$ cat src/rtl/uart_pkg.sv
// Shared definitions for the UART transmit arbiter: byte width and FSM state encoding.
package uart_pkg;

  localparam int DATA_W = 8;

  typedef enum logic [1:0] {
    ST_IDLE      = 2'd0,
    ST_WAIT_BUSY = 2'd1,
    ST_WAIT_DONE = 2'd2
  } arb_state_e;

endpackage

$ cat src/rtl/uart_tx_arb_if.sv
// Requester and transmitter signals of the UART arbiter; master is the arbiter side.
interface uart_tx_arb_if #(
  parameter int N_REQ = 4
) ();
  import uart_pkg::*;

  localparam int IDX_W = $clog2(N_REQ);

  logic [N_REQ-1:0]        req;
  logic [DATA_W*N_REQ-1:0] req_data;
  logic [N_REQ-1:0]        ack;
  logic                    tx_start;
  logic [DATA_W-1:0]       tx_data;
  logic                    tx_busy;
  logic                    tx_done;
  logic [IDX_W-1:0]        owner;
  logic                    timeout_err;

  modport master (
    input  req, req_data, tx_busy, tx_done,
    output ack, tx_start, tx_data, owner, timeout_err
  );

  modport slave (
    output req, req_data, tx_busy, tx_done,
    input  ack, tx_start, tx_data, owner, timeout_err
  );

endinterface

$ cat src/rtl/uart_rr_pick.sv
// Combinational round-robin search: first eligible request after the last owner, with wrap.
module uart_rr_pick #(
  parameter int N_REQ = 4,
  parameter int IDX_W = $clog2(N_REQ)
) (
  input  logic [N_REQ-1:0] req,
  input  logic [N_REQ-1:0] mask,
  input  logic [IDX_W-1:0] last,
  output logic             valid,
  output logic [IDX_W-1:0] idx
);

  logic [N_REQ-1:0] elig;
  logic [IDX_W-1:0] cand;

  assign elig = req & ~mask;

  always_comb begin
    valid = 1'b0;
    idx   = '0;
    cand  = '0;
    // Offset 1..N_REQ so the last owner is considered only after everyone else.
    for (int k = 1; k <= N_REQ; k++) begin
      cand = IDX_W'((int'(last) + k) % N_REQ);
      if (!valid && elig[cand]) begin
        valid = 1'b1;
        idx   = cand;
      end
    end
  end

endmodule

$ cat src/rtl/uart_tx_arb.sv
// Round-robin arbiter sharing one UART transmitter among N_REQ byte requesters, with per-byte timeout.
module uart_tx_arb
  import uart_pkg::*;
#(
  parameter int N_REQ       = 4,
  parameter int TIMEOUT_CYC = 200000
) (
  input  logic          clk,
  input  logic          rst_n,
  uart_tx_arb_if.master bus
);

  localparam int IDX_W = $clog2(N_REQ);
  localparam int CNT_W = $clog2(TIMEOUT_CYC) + 1;
  localparam logic [CNT_W-1:0] CNT_LAST = CNT_W'(TIMEOUT_CYC - 1);

  arb_state_e        state;
  logic [CNT_W-1:0]  cnt;
  logic              pick_vld;
  logic [IDX_W-1:0]  pick_idx;
  logic [DATA_W-1:0] pick_byte;

  // ack is only non-zero in the IDLE cycle right after completion, so it doubles
  // as the mask that keeps the just-served requester from being re-granted.
  uart_rr_pick #(
    .N_REQ (N_REQ),
    .IDX_W (IDX_W)
  ) u_pick (
    .req   (bus.req),
    .mask  (bus.ack),
    .last  (bus.owner),
    .valid (pick_vld),
    .idx   (pick_idx)
  );

  always_comb begin
    pick_byte = '0;
    for (int i = 0; i < N_REQ; i++) begin
      if (pick_idx == IDX_W'(i)) pick_byte = bus.req_data[i*DATA_W +: DATA_W];
    end
  end

  always_ff @(posedge clk or negedge rst_n) begin
    if (!rst_n) begin
      state           <= ST_IDLE;
      bus.ack         <= '0;
      bus.tx_start    <= 1'b0;
      bus.tx_data     <= '0;
      bus.owner       <= IDX_W'(N_REQ - 1);
      bus.timeout_err <= 1'b0;
      cnt             <= '0;
    end else begin
      bus.ack      <= '0;
      bus.tx_start <= 1'b0;
      case (state)
        ST_IDLE: begin
          if (pick_vld) begin
            state        <= ST_WAIT_BUSY;
            bus.owner    <= pick_idx;
            bus.tx_data  <= pick_byte;
            bus.tx_start <= 1'b1;
            cnt          <= '0;
          end
        end
        ST_WAIT_BUSY, ST_WAIT_DONE: begin
          // A completed byte wins over a timeout landing on the same edge.
          if (bus.tx_done) begin
            bus.ack[bus.owner] <= 1'b1;
            state              <= ST_IDLE;
          end else if (cnt == CNT_LAST) begin
            bus.timeout_err <= 1'b1;
            state           <= ST_IDLE;
          end else if (state == ST_WAIT_BUSY && bus.tx_busy) begin
            state <= ST_WAIT_DONE;
          end
          if (cnt != '1) cnt <= cnt + 1'b1;
        end
        default: state <= ST_IDLE;
      endcase
    end
  end

endmodule

$ cat src/flat_wrapper.sv
// flat-port wrapper written by rule: the top's interface ports become plain ports
module uart_tx_arb_flat import uart_pkg::*;
#(
  parameter int N_REQ       = 4,
  parameter int TIMEOUT_CYC = 200000
)
  (clk, rst_n, bus_req, bus_req_data, bus_tx_busy, bus_tx_done, bus_ack, bus_tx_start, bus_tx_data, bus_owner, bus_timeout_err);
  uart_tx_arb_if #(.N_REQ(N_REQ)) bus_i ();
  input  logic clk;
  input  logic rst_n;
  input wire logic [$bits(bus_i.req)-1:0] bus_req;
  input wire logic [$bits(bus_i.req_data)-1:0] bus_req_data;
  input wire logic [$bits(bus_i.tx_busy)-1:0] bus_tx_busy;
  input wire logic [$bits(bus_i.tx_done)-1:0] bus_tx_done;
  output wire logic [$bits(bus_i.ack)-1:0] bus_ack;
  output wire logic [$bits(bus_i.tx_start)-1:0] bus_tx_start;
  output wire logic [$bits(bus_i.tx_data)-1:0] bus_tx_data;
  output wire logic [$bits(bus_i.owner)-1:0] bus_owner;
  output wire logic [$bits(bus_i.timeout_err)-1:0] bus_timeout_err;
  assign bus_i.req = bus_req;
  assign bus_i.req_data = bus_req_data;
  assign bus_i.tx_busy = bus_tx_busy;
  assign bus_i.tx_done = bus_tx_done;
  assign bus_ack = bus_i.ack;
  assign bus_tx_start = bus_i.tx_start;
  assign bus_tx_data = bus_i.tx_data;
  assign bus_owner = bus_i.owner;
  assign bus_timeout_err = bus_i.timeout_err;
  uart_tx_arb #(.N_REQ(N_REQ), .TIMEOUT_CYC(TIMEOUT_CYC)) u_core (.clk(clk), .rst_n(rst_n), .bus(bus_i));
endmodule
$ cat config.mk
export PLATFORM = sky130hd
export DESIGN_NAME = uart_tx_arb_flat
export DESIGN_NICKNAME = d
export VERILOG_FILES = /design/src/rtl/uart_pkg.sv /design/src/rtl/uart_tx_arb_if.sv /design/src/rtl/uart_rr_pick.sv /design/src/rtl/uart_tx_arb.sv /design/src/flat_wrapper.sv
export SDC_FILE = /design/constraint.sdc
export NUM_CORES = 1
export LEC_CHECK = 0
export BUFFER_PORTS_ARGS = -buffer_cell sky130_fd_sc_hd__buf_2
export CORE_AREA = 2 2 68 70
export DETAILED_ROUTE_END_ITERATION = 12
export DIE_AREA = 0 0 70 72
export GPL_TIMING_DRIVEN = 0
export PLACE_DENSITY = 0.78
export REMOVE_ABC_BUFFERS = 1
export SYNTH_ARGS = -nofsm -noshare
export SYNTH_HDL_FRONTEND = slang
export SYNTH_SLANG_ARGS = --single-unit
$ cat constraint.sdc
create_clock -name clk -period 2.6 [get_ports clk]
set_input_delay 0.52 -clock clk [delete_from_list [all_inputs] [get_ports clk]]
set_output_delay 0.52 -clock clk [all_outputs]
set_load 0.01 [all_outputs]
---- Word level (Yosys, flattened, before mapping) ----
Cells that the tools add are included.
cells by class
  add/sub/neg operators ................... 5
  $lt $le $gt $ge ......................... 6
  eq/ne operators ......................... 10
  mux-type cells .......................... 34
  bitwise gates (word level) .............. 3
  reduce and logical (&&, ||, !) cells .... 16
operator list
  kind                                                                          number
  19-bit 2-to-1 mux                                                             2
  19-bit case mux with 2 select lines                                           1
  8-bit 2-to-1 mux                                                              4
  19-bit by 1-bit adder with 19-bit output, second input constant               1
  19-bit by 18-bit equality test with 1-bit output, second input constant       1
  19-bit != test, second input constant                                         1
  2-bit 2-to-1 mux                                                              8
  2-bit by 3-bit less-than comparator with 1-bit output, second input constant  5
  1-bit 2-to-1 mux                                                              11
  1-bit binary-select mux with 2-bit select                                     4
  4-bit 2-to-1 mux                                                              2
  2-bit equality test, second input constant                                    3
  3-bit AND reduction                                                           2
  1-bit logical AND                                                             5
  2-bit by 1-bit adder with 2-bit output, second input constant                 2
  2-bit adder, second input constant                                            2
  4-bit bitwise AND                                                             1
  2-bit by 1-bit equality test with 1-bit output, second input constant         2
  2-bit logical NOT                                                             2
  2-bit by 1-bit != test with 1-bit output, second input constant               2
  4-bit by 2-bit != test with 1-bit output, second input constant               1
  4-bit inverter                                                                1
  2-bit case mux with 2 select lines                                            1
  2-bit AND reduction                                                           2
  other kinds (6)                                                               8
word-level totals
  register bits after elaboration ......... 37
  bits of input ports ..................... 40
  output and inout port bits .............. 16
  word-level logic and storage cells ...... 81

---- Longest topological paths before layout ----
Gate-level depths: netlist (run 1).
  depth in word-level cells ............... 19
  depth in mapped cells ................... 9
  gate-level depth less buffers ........... 7

---- By module ----
From an unflattened synthesis (run 1), not the netlist that was laid out.
second synthesis, totals
  cells, all modules ...................... 212
  area total of the unflattened synthesis .. 2174.6 um^2
modules (own cells, without submodules)
  module        instances  cells each  area an instance (um^2)
  uart_tx_arb   1          195         2048.2
  uart_rr_pick  1          17          126.4

---- Worst setup path after synthesis (run 1) ----
OpenSTA, ideal clock, no wires.
  kind .................................... register -> register
  from .................................... register u_core.bus.owner[1]
  to ...................................... register u_core.bus.tx_data[0]
  data arrival time ....................... 1.943 ns
  path slack .............................. 0.518 ns
  cell stages (with the launch flop) ...... 10
  buffers on the path ..................... 3
  cell sequence ........................... dfstp_2 -> buf_6 -> inv_1 -> ha_1 -> a31oi_1 -> a221oi_2 -> buf_4 -> buf_8 -> mux2i_1 -> o221ai_1
on the way
  cells in the longest elaborated chain, start to end .. 18
  elaborated cells between the ends (all ways) .. 35
  those cells by class .................... add/sub: 4; eq/ne: 3; mux: 20; reduce/logical: 8
RTL lines
  element                                    line                  text
  from (decl)                                uart_tx_arb_if.sv:21  output ack, tx_start, tx_data, owner, timeout_err
  from (signal assigned)                     uart_tx_arb.sv:49     bus.owner <= IDX_W'(N_REQ - 1);
  from (signal assigned)                     uart_tx_arb.sv:59     bus.owner <= pick_idx;
  2-bit by 1-bit adder with 2-bit output     uart_rr_pick.sv:24    cand = IDX_W'((int'(last) + k) % N_REQ);
  1-bit binary-select mux with 2-bit select  uart_rr_pick.sv:25    if (!valid && elig[cand]) begin
  1-bit 2-to-1 mux (implied by the code)     uart_rr_pick.sv:25
  1-bit 2-to-1 mux                           uart_rr_pick.sv:25
  1-bit logical NOT                          uart_rr_pick.sv:25
  1-bit logical AND                          uart_rr_pick.sv:25
  1-bit 2-to-1 mux                           uart_rr_pick.sv:25
  1-bit logical NOT                          uart_rr_pick.sv:25
  1-bit logical AND                          uart_rr_pick.sv:25
  1-bit 2-to-1 mux                           uart_rr_pick.sv:25
  1-bit logical NOT                          uart_rr_pick.sv:25
  1-bit logical AND                          uart_rr_pick.sv:25
  2-bit 2-to-1 mux                           uart_rr_pick.sv:25
  2-bit logical NOT                          uart_tx_arb.sv:39     if (pick_idx == IDX_W'(i)) pick_byte = bus.req_data[i*DATA_W +: DATA_W];
  8-bit 2-to-1 mux (4 in series)             uart_tx_arb.sv:39
  to (signal assigned)                       uart_tx_arb.sv:60     bus.tx_data <= pick_byte;
  to (decl)                                  uart_tx_arb_if.sv:21
Parallel ways exist; a longest one is shown, timed or not. The select of a mux whose other input is x is not followed.
A chain may end at the register's enable or synchronous reset.

---- Worst setup path after layout (run 1) ----
  from .................................... register u_core.bus.owner[0]
  to ...................................... register u_core.bus.tx_data[6]
Same word-level chain as after synthesis.

==> flow_results.org, run 1 <==
** Run status
- Result of the run :: finished clean

** Critical path
- Startpoint type of the worst setup path :: flop
- Critical setup path kind :: reg -> reg
- Internal reg-to-reg setup slack :: 0.22 ns
- For the worst flop-to-flop path, the logic depth is 7.
- Maximum fanout along the worst path :: 9
- Data arrival at the endpoint of the critical path :: 2.53 ns
- STA classifies the critical path endpoint as a flop.
- Data required time of the worst path :: 2.74 ns

** Yosys
- Number of enable-type register cells in the synthesized netlist :: 0
- Of the total synthesized cell area, the portion taken by XOR and XNOR cells is 0.0517.
- For this run, the register share of the synthesized area comes to 0.422.
- Counting flops with an async set or reset pin after synthesis yields a share of 1.00.
- Compound-gate portion of the synthesized area :: 0.125
- Post-synthesis average cell area :: 9.87 um^2
- Among all flip-flop cells after synthesis, the most frequent one is sky130_fd_sc_hd__dfrtp_1.
- Summing every instance area after synthesis gives 0.00220 mm^2.
- Synthesis produced 223 cells.
- Distinct cell type count of the synthesized netlist :: 47
- Measured against the total synthesized area, the mux share comes to 0.0824.
- Adder-cell area share of the yosys netlist :: 0.0455
- The Yosys step of the flow raised 0 warnings.
- Dominant combinational cell family by area after synthesis :: simple AND/OR/NAND/NOR gates
- Of the total synthesized cell area, the portion taken by AND, OR, NAND and NOR gates is 0.234.
- Number of storage elements in the synthesis netlist :: 37

** Timing
- Across all hold checks on the routed design, the worst slack comes to 0.321 ns.
- Minimum period implied by the final worst setup slack :: 2.38 ns
- Dividing the final minimum period by the clock period gives 0.917.
- In the post-route analysis, the smallest setup slack over all paths is 0.215 ns.
- After routing, the total negative slack on setup checks comes to 0 ns.
- Between clock sinks in the finished design, the worst skew comes to 0.0157 ns.
- Hold Violations, Final :: 0
- Worst slew margin :: 0.448
- Setup violations remaining at the end of the flow were counted as 0.
- Slew Viols, Final :: 0
- For the pin with the worst max-slew slack, the measured transition is 0.828 ns.
- Derived from the worst setup path, the maximum achievable clock frequency is 0.419 GHz.
- Setup repair after global routing left no endpoint under its margin.

** Detailed routing
- Post-detailed-route wirelength per cell :: 14.3 um
- Count of routing violations after the opening detailed-route iteration :: 121
- Amount of wire on met3 after detailed routing :: 315 um
- In this run the remaining antenna-violating nets after routing total 0.
- The routed layout has 1879 vias.
- Using the TritonRoute via totals, the vias-per-cell ratio works out to 5.59.
- In the final routing, the length of wire on met1 measures 2040 um.
- Met2 wire len :: 2320 um
- Routed signal wires occupy layers up through met4.
- First-pass DRT Iterations :: 4
- For this run, design rule violations remaining after detail routing come to 0.
- Routed wire length :: 4790 um

** Clock network
- Number of clock sinks seen by CTS :: 37
- Buffers inserted to repair hold after CTS numbered 0.
- Clock slew at reported path FFs :: 0.08 ns
- The clock passes through at most 2 buffers.
- The clock reaches the later pin of the worst-skew pair after 0.30 ns.
- Clock root buffer :: sky130_fd_sc_hd__clkbuf_8
- TritonCTS built the clock tree.
- Inserted Clock Buffers :: 5
- Number of levels the H-tree was split into :: 2

** Placed design
- DP Worst Slack :: -0.194 ns
- Once detailed placement completed, the half-perimeter wirelength came to 3280 um.
- During placement, the flow inserted port buffers numbering 55.
- Routability-driven placement finished with a final weighted congestion of 0.812.

** GRT
- Entering global routing, the biggest net connects 38 pins.
- Initial antenna violation count :: 0
- Remaining Overflow, GRT :: 0
- Number of global-route vias before repair :: 1770
- The first global-routing pass estimated 7820 um of wire.
- In the global route stage, overall resource usage came out at 0.194.

** Floorplan
- Core area :: 0.00426 mm^2
- DIE WIDTH :: 70 um
- For this configuration, the core starts out at a cell density of 0.516.
- Height of the chip :: 72 um
- The initialized floorplan defines 24 standard-cell rows.
- Overall die area :: 0.00504 mm^2
- Number of ports placed on the die boundary :: 56

** Pwr
- Static Leak :: 0.00133 uW
- After layout, the design draws a total of 2670 uW.
- For this design the ratio of total power to cell area is 1000 mW/mm^2.
- IR analysis of the VDD net gives a maximum drop of 583 uV.

** Layout
- Number of diodes added for antenna fixing :: 0
- Most frequent standard cell in the layout excluding fill and tap cells :: sky130_fd_sc_hd__buf_2
- The area growth from synthesis to layout is 21.1%.
- The library cells used most frequently in the layout, excluding fill and tap cells, are 55 x sky130_fd_sc_hd__buf_2, 35 x sky130_fd_sc_hd__dfrtp_1, 21 x sky130_fd_sc_hd__nand2_1.
- The final layout contains 331 nets.
- Proportion of layout cells with a drive suffix above 1 :: 0.296
- Filler Cell Count :: 371

** Run
- Number of max-capacitance violations reported :: 0

** Min path
- Path class of the lowest-slack min-delay path :: in -> async
-- cells by family after synthesis --
group,count (synthesis)
buffers and inverters,16
DFF,37
AOI/OAI and AO/OA,39
muxes,18
and+or+nand+nor,92
adders and majority gates,8
xor gates and xnor gates,13
-- metal layers --
layer	vias up	track usage
li1	928	-
met1	888	0.226
met2	53	0.332
met3	10	0.0597
met4	0	0.0876
met5	-	0
-- critical path, stage by stage (launching register included) --
cell	delay [ns]
sky130_fd_sc_hd__dfstp_2	0.61
sky130_fd_sc_hd__inv_1	0.14
sky130_fd_sc_hd__ha_1	0.34
sky130_fd_sc_hd__a31oi_1	0.07
sky130_fd_sc_hd__a221oi_4	0.42
sky130_fd_sc_hd__buf_4	0.28
sky130_fd_sc_hd__mux2i_1	0.23
sky130_fd_sc_hd__o221ai_1	0.14
-- cell usage after synthesis, types with 7 or more instances --
| master | number | area, um^2 |
|---|---|---|
| sky130_fd_sc_hd__dfrtp_1 | 35 | 876 |
| sky130_fd_sc_hd__o21ai_0 | 10 | 50.1 |
| sky130_fd_sc_hd__ha_1 | 8 | 100 |
| sky130_fd_sc_hd__and3_1 | 10 | 62.6 |
| sky130_fd_sc_hd__xor2_1 | 13 | 114 |
| sky130_fd_sc_hd__nand2_1 | 21 | 78.8 |
| sky130_fd_sc_hd__nand4_1 | 7 | 43.8 |
| sky130_fd_sc_hd__mux2i_1 | 17 | 170 |
| sky130_fd_sc_hd__o221ai_1 | 8 | 70.1 |
| sky130_fd_sc_hd__nand3_1 | 10 | 50.1 |
| sky130_fd_sc_hd__nor2_1 | 16 | 60.1 |
| sky130_fd_sc_hd__inv_1 | 7 | 26.3 |
-- power by group --
group	leakage, uW	internal, uW	switching, uW
Clock	0.0000574	312	214
Sequential	0.000489	729	107
Combinational	0.000782	588	724
-- what timing repair did --
| action | 4_1_cts | 5_1_grt |
|---|---|---|
| pin swaps | 0 | 1 |
| setup endpoints to repair | 5 | 21 |
| gates resized for setup | 1 | 1 |
| setup buffers | 0 | 6 |
| hold endpoints to repair | 0 | 0 |
-- cell type report --
cell class                      count  area (um^2)  share of cell area
Tap cell                           52         65.1              0.0244
Clock buffer                        6         82.6              0.0310
Clock inverter                      2         37.5              0.0141
Multi-Input combinational cell    170         1200               0.450
Timing Repair Buffer               62          328               0.123
Sequential cell                    37          928               0.348
Inverter                            7         26.3             0.00985
-- flip-flops by register name (all words and copies together) (netlist names) --
signal,flops
u_core.bus.ack,4
u_core.bus.owner,2
u_core.bus.timeout_err,1
u_core.bus.tx_data,8
u_core.bus.tx_start,1
u_core.cnt,19
u_core.state,2
-- path summary, 6_finish.rpt --
check	startpoint	to
min in group clk	u_core.bus.timeout_err	u_core.bus.timeout_err
hold / removal	rst_n	u_core.bus.tx_data[7]
max in group asynchronous	rst_n	u_core.cnt[7]
setup reg to reg	u_core.bus.owner[0]	u_core.bus.tx_data[6]
hold reg to reg	u_core.bus.timeout_err	u_core.bus.timeout_err
setup / recovery	u_core.bus.owner[0]	u_core.bus.tx_data[6]
-- metrics by stage --
stage                     instance area [um^2]  std cells  utilization
after floorplan                           2140        214            -
after global placement                    2480        321        0.582
after detailed placement                  2490        322        0.583
after CTS                                 2620        330        0.614
after global routing                      2670        336        0.625
final                                     2670        336        0.625
No activity file was read; power rests on OpenSTA's default activity.
==> inputs of run 2 (changes only) <==
Settings changed: REMOVE_ABC_BUFFERS 1 to default.
==> flow_results.org, run 2 (same netlist as run 1, synthesis figures left out) <==
** Critical path
- The startpoint class of the critical path was a flop (unchanged).
- The number of buffers and inverters on the critical path came to 3 (was 2).
- Slowest cell delay on critical path :: 0.62 ns (was 0.61 ns)
- Startpoint of the worst setup timing path :: u_core.bus.owner[0] (unchanged)
- Reg2Reg Launch Point :: u_core.bus.owner[0] (unchanged)
- The critical register-to-register path endpoint is u_core.bus.tx_data[7] (was u_core.bus.tx_data[6]).
- Cell count of the worst reg-to-reg path :: 8 (was 7)
- Crit path depth :: 8 (was 7)
- Kind of cell adding the most delay to the critical path :: flip-flops (was compound AO/OA/AOI/OAI gates)
- Critical setup path kind :: reg -> reg (unchanged)
- The worst-path maximum fanout was 10 (was 9).
- The internal reg-to-reg setup slack is 0.28 ns (was 0.22 ns).
- Data required time of the worst path :: 2.76 ns (was 2.74 ns)
- The standard cell with the maximum stage delay on the critical path was sky130_fd_sc_hd__dfstp_2 (unchanged).
- The endpoint type of the worst setup path is a flop (unchanged).
- Endpoint of the most critical setup path :: u_core.bus.tx_data[7] (was u_core.bus.tx_data[6])
- Cell chain of the critical path: inv_1, ha_1, a31oi_1, a221oi_2, buf_4, buf_8, mux2i_1, o221ai_1 (was inv_1, ha_1, a31oi_1, a221oi_4, buf_4, mux2i_1, o221ai_1).
- Data arrival at the endpoint of the critical path :: 2.48 ns (was 2.53 ns)

** Placed design
- The routability congestion estimate from global placement was 0.814 (was 0.812).
- Count of port buffers added during placement :: 55 (unchanged)
- The half-perimeter wire length of the detailed placement result is 3570 um (was 3280 um).

** Timing
- RSZ-0062 raised after global routing: no (unchanged).
- The minimum period implied by the final worst setup slack came to 2.32 ns (was 2.38 ns).
- Post-Route Skew :: 0.00483 ns (was 0.0157 ns)
- Worst slew margin :: 0.461 (was 0.448)
- The count of final max-slew check failures came to 0 (unchanged).
- Sum of negative setup slack :: 0 ns (unchanged)
- Setup violations, final :: 0 (unchanged)
- The highest clock rate was 0.430 GHz (was 0.419 GHz).
- The final hold violation count came to 0 (unchanged).
- Part of the cycle the worst path needs :: 0.894 (was 0.917)
- Final hold slack :: 0.317 ns (was 0.321 ns)
- The slew at the pin with the worst max-slew slack is 0.809 ns (was 0.828 ns).

** Clock network
- The clock buffer count from CTS came to 5 (unchanged).
- The clock root buffer is sky130_fd_sc_hd__clkbuf_8 (unchanged).
- The number of clock sinks seen by CTS came to 37 (unchanged).
- Clock latency on the worst-skew pair :: 0.29 ns (was 0.30 ns)
- The number of buffers between clock root and the deepest sink was 2 (unchanged).
- The clock-pin slew on the worst setup and hold paths was 0.08 ns (about the same).
- The TritonCTS clock tree is yes (unchanged).
- Number of levels the H-tree was split into :: 2 (unchanged)
- Postcts setup bufs :: 0 (unchanged)
- Total of hold buffers inserted after clock tree synthesis :: 0 (unchanged)
- The number of gates resized after CTS is 0 (was 1).

** GRT
- The maximum number of pins on one net before global-route repair came to 38 (unchanged).
- The total congestion overflow came to 0 (unchanged).
- The number of antenna violations at the first check in global routing came to 0 (unchanged).
- The overall routing resource usage is 0.212 (was 0.194).
- The via count of the first global-routing pass is 1892 (was 1770).
- Global-route wire length before repair :: 8520 um (was 7820 um)

** Floorplan
- Starting utilization of the core area :: 0.516 (unchanged)
- The die height is 72 um (unchanged).
- The floorplan die width was 70 um (unchanged).
- The area enclosed by the die boundary is 0.00504 mm^2 (unchanged).
- Number of ports placed on the die boundary :: 56 (unchanged)
- The area of the core came to 0.00426 mm^2 (unchanged).
- Count of standard-cell rows :: 24 (unchanged)

** Layout
- Register name with the most flops :: u_core.cnt (unchanged)
- Filler Cell Count :: 359 (was 371)
- Largest register FFs :: 19 (unchanged)
- Largest registers: u_core.cnt (19), u_core.bus.tx_data (8), u_core.bus.ack (4) (unchanged).
- Most frequent cells in the layout :: 59 x sky130_fd_sc_hd__buf_2, 35 x sky130_fd_sc_hd__dfrtp_1, 21 x sky130_fd_sc_hd__nand2_1 (was 55 x sky130_fd_sc_hd__buf_2, 35 x sky130_fd_sc_hd__dfrtp_1, 21 x sky130_fd_sc_hd__nand2_1)
- Number of diodes added for antenna fixing :: 0 (unchanged)
- Proportion of layout cells with a drive suffix above 1 :: 0.294 (was 0.296)
- Area Growth Syn to Fin :: 21.5% (was 21.1%)
- Most frequent standard cell in the layout excluding fill and tap cells :: sky130_fd_sc_hd__buf_2 (unchanged)
- Final Net Count :: 333 (was 331)

** Min path
- Path class of the lowest-slack min-delay path :: in -> async (unchanged)

** Pwr
- Power per cell area :: 1020 mW/mm^2 (was 1000 mW/mm^2)
- Static Leak :: 0.00133 uW (about the same)
- Worst IR Drop VDD :: 442 uV (was 583 uV)

** Run status
- Result of the run :: finished clean (unchanged)

** Detailed routing
- The length of the first detailed-routing pass in iterations came to 4 (unchanged).
- The DRC violation total after the first TritonRoute iteration was 75 (was 121).
- Post-detailed-route wirelength per cell :: 14.7 um (was 14.3 um)
- The overall routed net length is 4980 um (was 4790 um).
- The antenna violation net count after detailed routing is 0 (unchanged).
- Routed vias/inst :: 5.67 (was 5.59)
- Via count :: 1915 (was 1879)
- The DRC violation count after routing came to 0 (unchanged).

** Yosys
- Post-Syn Nets :: 271

** Run
- The max-capacitance violation count was 0 (unchanged).
[run 2: per-stage QoR]
| stage | std cells | utilization | setup slack (ns) | power, uW | area (um^2) |
|---|---|---|---|---|---|
| floorplan | 223 | - | 0.518 | 1780 | 2200 |
| global placement | 330 | 0.596 | 0.319 | 2120 | 2540 |
| detailed placement | 330 | 0.596 | 0.308 | 2150 | 2540 |
| CTS | 338 | 0.628 | 0.271 | 2760 | 2680 |
| global route | 338 | 0.628 | 0.0771 | 2950 | 2680 |
| finish | 338 | 0.628 | 0.276 | 2730 | 2680 |
[run 2: layout make-up]
cell class	count	area, um^2	area share
multi-input cells	170	1180	0.443
flip-flops and latches	37	928	0.347
repair buffers	55	275	0.103
clock buffers	5	68.8	0.0257
clock inverters	3	65.1	0.0243
well taps	52	65.1	0.0243
plain buffers	9	62.6	0.0234
inverters	7	26.3	0.00982
[run 2: power by group]
group,leakage [uW],switching [uW],internal (uW)
clock network,0.0000681,212,381
logic,0.000777,745,565
registers,0.000489,97.5,729
total,0.00133,1050,1680
[run 2: worst reg2reg max path, stage by stage (launching register included)]
cell                       delay, ns
sky130_fd_sc_hd__dfstp_2        0.62
sky130_fd_sc_hd__inv_1          0.15
sky130_fd_sc_hd__ha_1           0.35
sky130_fd_sc_hd__a31oi_1        0.06
sky130_fd_sc_hd__a221oi_2       0.23
sky130_fd_sc_hd__buf_4          0.24
sky130_fd_sc_hd__buf_8          0.18
sky130_fd_sc_hd__mux2i_1        0.21
sky130_fd_sc_hd__o221ai_1       0.15
[run 2: routing by layer]
| metal | vias up | wire [um] | global-route usage |
|---|---|---|---|
| met2 | 55 | 2410 | 0.367 |
| met1 | 925 | 2200 | 0.257 |
| li1 | 928 | - | - |
| met4 | 0 | 59 | 0.0705 |
| met3 | 7 | 317 | 0.0611 |
| met5 | - | 0 | 0 |
[run 2: worst min-delay path by stage]
| stage | end | slack, ns | depth (start not counted) |
|---|---|---|---|
| floorplan | u_core.bus.ack[0] | 0.22 | 0 |
| global placement | u_core.bus.tx_data[2] | 0.46 | 2 |
| detailed placement | u_core.bus.timeout_err | 0.47 | 1 |
| CTS | u_core.cnt[14] | 0.35 | 1 |
| global route | u_core.cnt[14] | 0.38 | 1 |
| finish | u_core.cnt[14] | 0.32 | 1 |
